<file path="src/rtl/ctrl_pkg.sv">
// Shared encodings for the multi-cycle CPU control FSM: states, opcodes, mux and ALU codes.
// No logic here; latency and backpressure are properties of the modules that import it.
// Opcode helpers are pure functions of IR[31:26].
package ctrl_pkg;

    typedef enum logic [3:0] {
        S_INIT     = 4'd0,
        S_FETCH    = 4'd1,
        S_DECODE   = 4'd2,
        S_MEM_ADDR = 4'd3,
        S_MEM_RD   = 4'd4,
        S_MEM_WB   = 4'd5,
        S_MEM_WR   = 4'd6,
        S_R_EXE    = 4'd7,
        S_R_WB     = 4'd8,
        S_BRANCH   = 4'd9,
        S_JUMP     = 4'd10,
        S_I_EXE    = 4'd11,
        S_I_WB     = 4'd12
    } state_t;

    localparam logic [5:0] OP_RTYPE = 6'b000000;
    localparam logic [5:0] OP_LW    = 6'b100011;
    localparam logic [5:0] OP_SW    = 6'b101011;
    localparam logic [5:0] OP_BEQ   = 6'b000100;
    localparam logic [5:0] OP_BNE   = 6'b000101;
    localparam logic [5:0] OP_J     = 6'b000010;
    localparam logic [5:0] OP_ADDI  = 6'b001000;
    localparam logic [5:0] OP_SLTI  = 6'b001010;
    localparam logic [5:0] OP_ANDI  = 6'b001100;
    localparam logic [5:0] OP_ORI   = 6'b001101;
    localparam logic [5:0] OP_XORI  = 6'b001110;

    localparam logic [1:0] ALU_ADD   = 2'b00;
    localparam logic [1:0] ALU_SUB   = 2'b01;
    localparam logic [1:0] ALU_FUNCT = 2'b10;
    localparam logic [1:0] ALU_ITYPE = 2'b11;

    localparam logic [1:0] SRCB_B       = 2'b00;
    localparam logic [1:0] SRCB_FOUR    = 2'b01;
    localparam logic [1:0] SRCB_IMM     = 2'b10;
    localparam logic [1:0] SRCB_IMM_SH2 = 2'b11;

    localparam logic [1:0] PCSRC_ALU    = 2'b00;
    localparam logic [1:0] PCSRC_ALUOUT = 2'b01;
    localparam logic [1:0] PCSRC_JUMP   = 2'b10;

    function automatic logic is_itype(input logic [5:0] op);
        return (op == OP_ADDI) || (op == OP_SLTI) || (op == OP_ANDI) ||
               (op == OP_ORI)  || (op == OP_XORI);
    endfunction

    function automatic logic is_legal(input logic [5:0] op);
        return (op == OP_RTYPE) || (op == OP_LW) || (op == OP_SW) ||
               (op == OP_BEQ) || (op == OP_BNE) || (op == OP_J) || is_itype(op);
    endfunction

endpackage

</file>
<file path="src/rtl/ctrl_decode.sv">
// Purpose: combinational control-word decode from the current FSM state.
// Latency: zero cycles (pure combinational); only mem_ready and zero qualify a state's outputs.
// Backpressure: mem_ready gates the FETCH register loads; wait states are held by mc_ctrl.
module ctrl_decode
    import ctrl_pkg::*;
(
    input  state_t      state,
    input  logic [5:0]  op,
    input  logic        zero,
    input  logic        mem_ready,
    output logic        pc_we,
    output logic        iord,
    output logic        mem_rd,
    output logic        mem_wr,
    output logic        ir_we,
    output logic        reg_we,
    output logic        reg_dst,
    output logic        mem_to_reg,
    output logic        alu_src_a,
    output logic [1:0]  alu_src_b,
    output logic [1:0]  alu_op,
    output logic [1:0]  pc_src,
    output logic        illegal
);

    always_comb begin
        pc_we      = 1'b0;
        iord       = 1'b0;
        mem_rd     = 1'b0;
        mem_wr     = 1'b0;
        ir_we      = 1'b0;
        reg_we     = 1'b0;
        reg_dst    = 1'b0;
        mem_to_reg = 1'b0;
        alu_src_a  = 1'b0;
        alu_src_b  = SRCB_B;
        alu_op     = ALU_ADD;
        pc_src     = PCSRC_ALU;
        illegal    = 1'b0;
        case (state)
            S_FETCH: begin
                mem_rd    = 1'b1;
                alu_src_b = SRCB_FOUR;
                ir_we     = mem_ready;
                pc_we     = mem_ready;
            end
            // Branch target computed here so BRANCH only needs the compare.
            S_DECODE: begin
                alu_src_b = SRCB_IMM_SH2;
                illegal   = !is_legal(op);
            end
            S_MEM_ADDR: begin
                alu_src_a = 1'b1;
                alu_src_b = SRCB_IMM;
            end
            S_MEM_RD: begin
                mem_rd = 1'b1;
                iord   = 1'b1;
            end
            S_MEM_WB: begin
                reg_we     = 1'b1;
                mem_to_reg = 1'b1;
            end
            S_MEM_WR: begin
                mem_wr = 1'b1;
                iord   = 1'b1;
            end
            S_R_EXE: begin
                alu_src_a = 1'b1;
                alu_op    = ALU_FUNCT;
            end
            S_R_WB: begin
                reg_we  = 1'b1;
                reg_dst = 1'b1;
            end
            S_BRANCH: begin
                alu_src_a = 1'b1;
                alu_op    = ALU_SUB;
                pc_src    = PCSRC_ALUOUT;
                pc_we     = (op == OP_BEQ) ? zero : !zero;
            end
            S_JUMP: begin
                pc_src = PCSRC_JUMP;
                pc_we  = 1'b1;
            end
            S_I_EXE: begin
                alu_src_a = 1'b1;
                alu_src_b = SRCB_IMM;
                alu_op    = ALU_ITYPE;
            end
            S_I_WB: begin
                reg_we = 1'b1;
            end
            default: ;
        endcase
    end

endmodule

</file>
<file path="src/rtl/mc_ctrl.sv">
// Purpose: multi-cycle CPU control FSM (state register + next-state), outputs via ctrl_decode.
// Latency: FETCH-to-FETCH lw 5, sw/R/I 4, branch/jump 3 cycles with memory ready.
// Backpressure: FETCH, MEM_RD and MEM_WR hold one extra cycle per mem_ready=0 cycle.
module mc_ctrl
    import ctrl_pkg::*;
(
    input  logic        clk,
    input  logic        rst_n,
    input  logic [5:0]  op,
    input  logic        zero,
    input  logic        mem_ready,
    output logic        pc_we,
    output logic        iord,
    output logic        mem_rd,
    output logic        mem_wr,
    output logic        ir_we,
    output logic        reg_we,
    output logic        reg_dst,
    output logic        mem_to_reg,
    output logic        alu_src_a,
    output logic [1:0]  alu_src_b,
    output logic [1:0]  alu_op,
    output logic [1:0]  pc_src,
    output logic        illegal,
    output logic [3:0]  state
);

    state_t state_q;
    state_t state_d;

    always_ff @(posedge clk or negedge rst_n) begin
        if (!rst_n) begin
            state_q <= S_INIT;
        end else begin
            state_q <= state_d;
        end
    end

    always_comb begin
        state_d = S_INIT;
        case (state_q)
            S_INIT:     state_d = S_FETCH;
            S_FETCH:    state_d = mem_ready ? S_DECODE : S_FETCH;
            S_DECODE: begin
                if ((op == OP_LW) || (op == OP_SW))        state_d = S_MEM_ADDR;
                else if (op == OP_RTYPE)                   state_d = S_R_EXE;
                else if ((op == OP_BEQ) || (op == OP_BNE)) state_d = S_BRANCH;
                else if (op == OP_J)                       state_d = S_JUMP;
                else if (is_itype(op))                     state_d = S_I_EXE;
                else                                       state_d = S_FETCH;
            end
            S_MEM_ADDR: state_d = (op == OP_SW) ? S_MEM_WR : S_MEM_RD;
            S_MEM_RD:   state_d = mem_ready ? S_MEM_WB : S_MEM_RD;
            S_MEM_WB:   state_d = S_FETCH;
            S_MEM_WR:   state_d = mem_ready ? S_FETCH : S_MEM_WR;
            S_R_EXE:    state_d = S_R_WB;
            S_R_WB:     state_d = S_FETCH;
            S_BRANCH:   state_d = S_FETCH;
            S_JUMP:     state_d = S_FETCH;
            S_I_EXE:    state_d = S_I_WB;
            S_I_WB:     state_d = S_FETCH;
            // Encodings 13-15 fall through here and recover via INIT.
            default:    state_d = S_INIT;
        endcase
    end

    assign state = state_q;

    ctrl_decode u_decode (
        .state      (state_q),
        .op         (op),
        .zero       (zero),
        .mem_ready  (mem_ready),
        .pc_we      (pc_we),
        .iord       (iord),
        .mem_rd     (mem_rd),
        .mem_wr     (mem_wr),
        .ir_we      (ir_we),
        .reg_we     (reg_we),
        .reg_dst    (reg_dst),
        .mem_to_reg (mem_to_reg),
        .alu_src_a  (alu_src_a),
        .alu_src_b  (alu_src_b),
        .alu_op     (alu_op),
        .pc_src     (pc_src),
        .illegal    (illegal)
    );

endmodule

</file>
<file path="config.mk">
export PLATFORM = sky130hd
export DESIGN_NAME = mc_ctrl
export DESIGN_NICKNAME = d
export VERILOG_FILES = /design/src/rtl/ctrl_pkg.sv /design/src/rtl/ctrl_decode.sv /design/src/rtl/mc_ctrl.sv
export SDC_FILE = /design/constraint.sdc
export NUM_CORES = 1
export LEC_CHECK = 0
export BUFFER_PORTS_ARGS = -buffer_cell sky130_fd_sc_hd__buf_2
export CORE_AREA = 5 5 42 44
export DETAILED_ROUTE_END_ITERATION = 10
export DIE_AREA = 0 0 47 49
export GPL_ROUTABILITY_DRIVEN = 0
export PLACE_DENSITY = 0.71
export SLEW_MARGIN = 10
export SYNTH_ARGS = -nofsm -noshare
export SYNTH_HDL_FRONTEND = slang
export SYNTH_SLANG_ARGS = --single-unit
</file>
<file path="constraint.sdc">
create_clock -name clk -period 3.3 [get_ports clk]
set_clock_uncertainty 0.2 [all_clocks]
set_input_delay 0.66 -clock clk [delete_from_list [all_inputs] [get_ports clk]]
set_output_delay 0.66 -clock clk [all_outputs]
set_load 0.03 [all_outputs]
</file>
==> impl_metrics.ini, run 1 <==
[clock_tree]
clk_latency_ns = 0.24
cts_hold_buf = 0
clockRootBuffer = clkbuf_4
cts_buffers = 3
clockBufferDepth = 2
cts_tree = done
cts_resized = 0
path_clk_slew_ns = 0.04
postCtsSetupRepairBufs = 0
cts_sinks = 4
htreeDepth = 1

[global_route]
grt_pass1_vias = 621
grt_use_total_pct = 15.5
grt_pass1_wl_um = 2610
antenna_found_initial = 0
grt_overflow = 0
grt_max_degree = 15

[floorplanning]
initial_core_util_pct = 36.2
fp.dieW_um = 47
io_pins = 30
core_um2 = 1400
dieHeight_um = 49
die_area_um2 = 2300
rows = 14

[yosys]
synthesis.area_um2 = 507
synth-seq-cells = 4
synth_edf_count = 0
yosysWarnings = 0
syn_area_per_cell_um2 = 6.85
async_reset_ff_share_pct = 100
synth_nets = 84
synth-main-ff-cell = dfrtp_1
ys_seq_area_share_pct = 19.8
synth_cell_types = 31
syn_inst = 74

[route]
vias_per_cell = 5.36
drtPass1Iterations = 4
wire_per_inst_um = 13.2
drc_errors = 0
wirelength_um = 1560
ant_nets = 0
dr_total_vias = 632
drt_iter0_markers = 19

[setup_path]
crit_arrival_ns = 2.02
required_ns = 2.44
worstSetupStartpoint = op[0]
reg2reg_from = state[0]
cp_cell_sequence = buf_2 > or4_4 > or3_1 > o21ai_0 > nor3_1 > buf_2
path_buf_inv = 2
cpMaxStageDelayCell = or4_4
path_max_fanout = 4
max_stage_delay_ns = 0.54
path_delay_family = simple AND/OR/NAND/NOR gates
endpoint_kind = primary output
start_kind = primary input
cp_common_cell = buf_2
worstSetupPathType = primary input to primary output

[sta]
hold_viol = 0
worstMarginPinSlew_ns = 0.404
rsz0062_at_grt = false
hold_ws_ns = 0.00919
min_period_ns = 2.88
drv_slew = 0
setup_violations = 0
timing.slew.headroom_pct = 73.1
fin_crit_sh_pct = 87.4
finalSetupTns_ns = 0
fmax_mhz = 347

[power_and_ir_drop]
powerDensity_nw_per_um2 = 955
ir_drop_mv = 0.334
p_leak_nw = 0.338

[cells_and_area]
drive_gt1_share_pct = 35.3
multiInputGateArea_um2 = 359
register_area_um2 = 100
layout_common_cells = 29 x buf_2, 15 x nor2_1, 6 x nand2_1, 6 x nor3_1, 5 x a21oi_1
design_area_um2 = 662
num-nets-final = 114
area_delta_synth_final_pct = 30.6
antenna_cells = 0
largest_reg_flops = 4
n_fill_cell = 160
layoutNonFillerInstCount = 118
utilization_pct = 47.2
layout_commonest_cell = buf_2

[run]
cap_violations = 0

[placed_design]
hpwl_um = 1220
dpl_cell_area_um2 = 639
dp_cells = 115
io_buffers = 29

[outcome]
status = finished clean

[worst_hold_path]
hp-class = primary input to async pin
## per-layer routing
metal / up-vias / global-route usage [%] / routed length [um]
met5: - / 0 / 0
met4: 0 / 11.1 / 38
met3: 4 / 2.95 / 132
met2: 27 / 25.1 / 763
met1: 282 / 16.9 / 627
li1: 319 / - / -
## synthesized netlist by cell type, types with 2 or more instances
master,count,share of area (%)
nand2b_1,4,4.9
clkbuf_1,2,1.5
inv_1,4,3.0
nand3_1,2,2.0
a21oi_1,5,4.9
xnor2_1,2,3.5
nor3_1,6,5.9
o21ai_0,3,3.0
a211oi_1,2,3.0
nor2_1,15,11
dfrtp_1,4,20
nand2_1,6,4.4
## final timing paths
kind,endpoint,slack [ns],depth (start not counted)
max in group asynchronous,state[1],2.76,1
min in group clk,state[2],0.56,1
setup reg to reg,state[1],1.54,4
setup / recovery,illegal,0.42,6
hold reg to reg,state[2],0.56,1
hold / removal,state[0],0.009,1
## area by class of cell
class / instances / share of cell area, %
multi-input cells: 62 / 54.3
repair buffers: 29 / 21.9
flip-flops and latches: 4 / 15.1
clock buffers: 3 / 3.40
well taps: 16 / 3.02
inverters: 4 / 2.27
## logic make-up after synthesis
group | Yosys count | synth area share (%)
XOR/XNOR | 2 | 3.46
buffers and inverters | 8 | 9.38
AND/OR/NAND/NOR | 40 | 39.0
flip-flops | 4 | 19.8
AO/OA/AOI/OAI | 20 | 28.4
## through the flow
stage               power, mW  worst slack [ns]
floorplan               0.461             0.648
global placement        0.572             0.451
detailed placement      0.572             0.431
CTS                     0.639             0.428
global route            0.691             0.353
finish                  0.632             0.415
## report_power, final
part | internal (mW) | leakage, nW | switching [mW]
Clock | 0.0408 | 0.0138 | 0.0220
Combinational | 0.136 | 0.273 | 0.304
Sequential | 0.0668 | 0.0512 | 0.0628
Total | 0.244 | 0.338 | 0.388
(Power assumes the default switching activity.)
==> run 2: changes to the inputs <==
==> constraint.sdc (replaced) <==
create_clock -name clk -period 3.3 [get_ports clk]
set_clock_uncertainty 0.2 [all_clocks]
set_input_delay 0 -clock clk [delete_from_list [all_inputs] [get_ports clk]]
set_output_delay 0 -clock clk [all_outputs]
set_load 0.03 [all_outputs]
==> run 2 against run 1 <==
  * Worst setup slack better by 0.11 ns
  * Worst hold slack better by 0.015 ns
  * Die area unchanged
  * Count of clock-buffer cells in the layout stayed put
  * Final area increased by 11%
  * Sequential cell count is the same
  * Critical path type is now primary input to register
  * Largest power group unchanged
==> impl_metrics.ini, run 2 (synthesis gave the netlist of run 1 again) <==
[route]
drt_iter0_markers = 16
ant_nets = 0
dr_total_vias = 692
drtPass1Iterations = 4
wire_per_inst_um = 13.2
wirelength_um = 1650
vias_per_cell = 5.54
drc_errors = 0

[power_and_ir_drop]
clockPowerShare_pct = 9.7
p_int_mw = 0.256
power_frac_comb_pct = 70.3
ir_drop_mv = 0.313
sequentialPowerShare_pct = 20.0
p_leak_nw = 0.367
powerDensity_nw_per_um2 = 891
switchingPower_mw = 0.396
p_sw_share_pct = 60.8

[sta]
fin_crit_sh_pct = 84.2
drv_slew = 0
timing.slew.headroom_pct = 72.6
worstMarginPinSlew_ns = 0.410
hold_viol = 0
setup_slack_ns = 0.523
rsz0062_at_grt = false
fmax_mhz = 360
setup_violations = 0
min_period_ns = 2.78
finalSetupTns_ns = 0

[clock_tree]
clockBufferDepth = 2
clockRootBuffer = clkbuf_4
postCtsSetupRepairBufs = 0
clk_latency_ns = 0.24
htreeDepth = 1
cts_tree = done
cts_sinks = 4
path_clk_slew_ns = 0.04
cts_buffers = 3

[global_route]
grt_max_degree = 15
antenna_found_initial = 0
grt_pass1_wl_um = 2660
grt_use_total_pct = 15.4
grt_pass1_vias = 631
grt_overflow = 0

[placed_design]
dpl_cell_area_um2 = 639
io_buffers = 29
pre_cts_slack_ns = 1.59
hpwl_um = 1200

[worst_hold_path]
hp-class = primary input to register

[floorplanning]
initial_core_util_pct = 36.2
die_area_um2 = 2300
dieHeight_um = 49
core_um2 = 1400
rows = 14
fp.dieW_um = 47
io_pins = 30

[cells_and_area]
layout_common_cells = 29 x buf_2, 15 x nor2_1, 7 x dlygate4sd3_1
antenna_cells = 0
drive_gt1_share_pct = 33.0
largest_reg_flops = 4
num-nets-final = 121
design_area_um2 = 732
area_delta_synth_final_pct = 44.4
layout_commonest_cell = buf_2

[setup_path]
crit_arrival_ns = 2.76
worstSetupPathType = primary input to register
r2r_slack_ns = 1.15
endpoint_kind = register
required_ns = 3.28
path_max_fanout = 5
start_kind = primary input

[run]
cap_violations = 0

[outcome]
status = finished clean
[run 2: routing by layer]
| layer | routed length [um] | track usage [%] |
|---|---|---|
| met3 | 157 | 2.58 |
| met2 | 814 | 24.9 |
| met1 | 656 | 19.0 |
| met5 | 0 | 0 |
| met4 | 21 | 6.91 |
[run 2: timing repair]
item / in CTS / in global routing
hold buffers: 7 / 0
hold endpoints to repair: 7 / 0
gates resized for setup: 0 / 0
[run 2: through the flow]
step / power [mW] / cells / hold slack (ns) / utilization [%]
floorplan: 0.461 / 74 / -0.496 / -
global placement: 0.571 / 115 / -0.394 / 45.6
detailed placement: 0.575 / 115 / -0.394 / 45.6
CTS: 0.652 / 125 / 0.00803 / 52.2
global route: 0.693 / 125 / 0.0416 / 52.2
finish: 0.652 / 125 / 0.0241 / 52.2
[run 2: power by group through the flow]
stage / Combinational [mW] / Sequential (mW) / Clock (mW)
final: 0.458 / 0.131 / 0.0633
after global routing: 0.490 / 0.136 / 0.0675
after CTS: 0.458 / 0.129 / 0.0646
after detailed placement: 0.444 / 0.131 / 0
after global placement: 0.443 / 0.128 / 0
after floorplan: 0.342 / 0.119 / 0
[run 2: path summary, 6_finish.rpt]
check / start / end / depth (start not counted)
max: op[4] / state[2] / 7
min: op[5] / state[3] / 3
max reg2reg: state[3] / state[2] / 5
min reg2reg: state[1] / state[3] / 1
max in group asynchronous: rst_n / state[1] / 3
min in group asynchronous: rst_n / state[3] / 3
[run 2: layout make-up]
type                            count  area, um2
Fill cell                         155        669
Multi-Input combinational cell     62        359
Timing Repair Buffer               36        215
Sequential cell                     4        100
Clock buffer                        3       22.5
Tap cell                           16       20.0
Inverter                            4       15.0
[run 2: critical path, cell delays in order]
cell and delay, ns:
dlygate4sd3_1 0.53, buf_2 0.14, or4_4 0.43, or3_1 0.34, dlygate4sd3_1 0.58, o31ai_2 0.16
dlygate4sd3_1 0.57
==> run 3: changes to the inputs <==
Clock period 3.3 ns to 2.8 ns, I/O delays scaled along.
==> run 3 against run 2 <==
  * Largest cell class unchanged
  * Combinational power up 17%
  * Clock power grew 9.6%
  * Die area is the same
  * Largest power group unchanged
  * Total power grew 17%
  * Global-route usage increased by 0.36 points
==> impl_metrics.ini, run 3 (synthesis gave the netlist of run 1 again) <==
[floorplanning]
die_area_um2 = 2300
rows = 14
core_um2 = 1400
fp.dieW_um = 47
io_pins = 30
dieHeight_um = 49
initial_core_util_pct = 36.2

[route]
drt_iter0_markers = 48
ant_nets = 0
vias_per_cell = 5.66
wire_per_inst_um = 13.6
wirelength_um = 1700
drc_errors = 0
dr_total_vias = 708
drtPass1Iterations = 5

[sta]
min_period_ns = 2.29
worstMarginPinSlew_ns = 0.435
fin_crit_sh_pct = 81.9
hold_ws_ns = 0.0283
timing.slew.headroom_pct = 71.0
rsz0062_at_grt = false
finalSetupTns_ns = 0
setup_violations = 0
fmax_mhz = 436
drv_slew = 0
hold_viol = 0

[global_route]
grt_pass1_vias = 710
grt_max_degree = 15
antenna_found_initial = 0
grt_pass1_wl_um = 2750
grt_overflow = 0
grt_use_total_pct = 15.7

[cells_and_area]
utilization_pct = 52.6
largest_reg_flops = 4
layoutNonFillerInstCount = 125
drive_gt1_share_pct = 33.9
layout_commonest_cell = buf_2
num-nets-final = 121
antenna_cells = 0
n_fill_cell = 153
layout_common_cells = 29 x buf_2, 15 x nor2_1, 7 x dlygate4sd3_1
design_area_um2 = 737
area_delta_synth_final_pct = 45.4

[power_and_ir_drop]
powerDensity_nw_per_um2 = 1030
ir_drop_mv = 0.389
p_leak_nw = 0.367

[outcome]
status = finished clean

[setup_path]
r2r_cells = 4
reg2reg_to = state[1]
reg2reg_from = state[0]
start_kind = primary input
worstSetupPathType = primary input to register
crit_arrival_ns = 2.23
path_max_fanout = 5
r2r_slack_ns = 1.04
required_ns = 2.74
endpoint_kind = register

[worst_hold_path]
hold_end = state[3]
hp-start = op[5]
hp-class = primary input to register
holdPathStages = 3

[clock_tree]
clockRootBuffer = clkbuf_4
htreeDepth = 1
cts_tree = done
path_clk_slew_ns = 0.04
cts_sinks = 4
clk_latency_ns = 0.23
cts_buffers = 3
postCtsSetupRepairBufs = 0
clockBufferDepth = 2

[placed_design]
dp_cells = 115
io_buffers = 29
hpwl_um = 1210
dpl_cell_area_um2 = 639

[run]
cap_violations = 0
==> run 3: cell counts in the layout (fill, tap and decap cells not counted) <==
Identical to the previous run, type by type.
==> run 3: repair_timing <==
| item | CTS | global route |
|---|---|---|
| endpoints found under the setup margin | 0 | 1 |
| gates resized for setup | 0 | 1 |
| endpoints found under the hold margin | 7 | 1 |
| hold buffers | 7 | 1 |
==> run 3: power by group <==
part           switching, mW  internal [mW]
clock network         0.0216         0.0478
logic                  0.368          0.166
registers             0.0780         0.0787
total                  0.468          0.293
==> run 3: per-stage QoR <==
step	worst slack, ns	total power, mW
floorplan	0.808	0.543
global placement	1.18	0.673
detailed placement	1.11	0.676
CTS	0.0230	0.769
global route	0.417	0.808
finish	0.506	0.761
==> run 3: metal layers <==
layer  track usage (%)  wire length, um  up-vias
met5                 0                0        -
met1              18.2              630      310
met3              1.48              172        8
li1                  -                -      332
met4              11.1               53        0
met2              25.6              840       58
==> run 3: cell type report <==
class | instances | area, um2 | share of cell area (%)
Clock buffer | 3 | 22.5 | 3.06
Inverter | 4 | 15.0 | 2.04
Multi-Input combinational cell | 62 | 364 | 49.4
Sequential cell | 4 | 100 | 13.6
Tap cell | 16 | 20.0 | 2.72
Timing Repair Buffer | 36 | 215 | 29.2
==> run 3: critical path, cell delays in order <==
cell and delay (ns):
dlygate4sd3_1 0.53, buf_2 0.15, or4_4 0.43, or3_4 0.34, dlygate4sd3_1 0.57, o31ai_2 0.21
==> run 3: how the worst max path moves through the flow <==
stage	from	cells after the start	to
global placement	state[0]	4	state[1]
floorplan	state[0]	4	pc_we
detailed placement	state[0]	4	state[1]
global route	op[4]	6	state[2]
finish	op[4]	6	state[2]
CTS	op[4]	7	state[2]
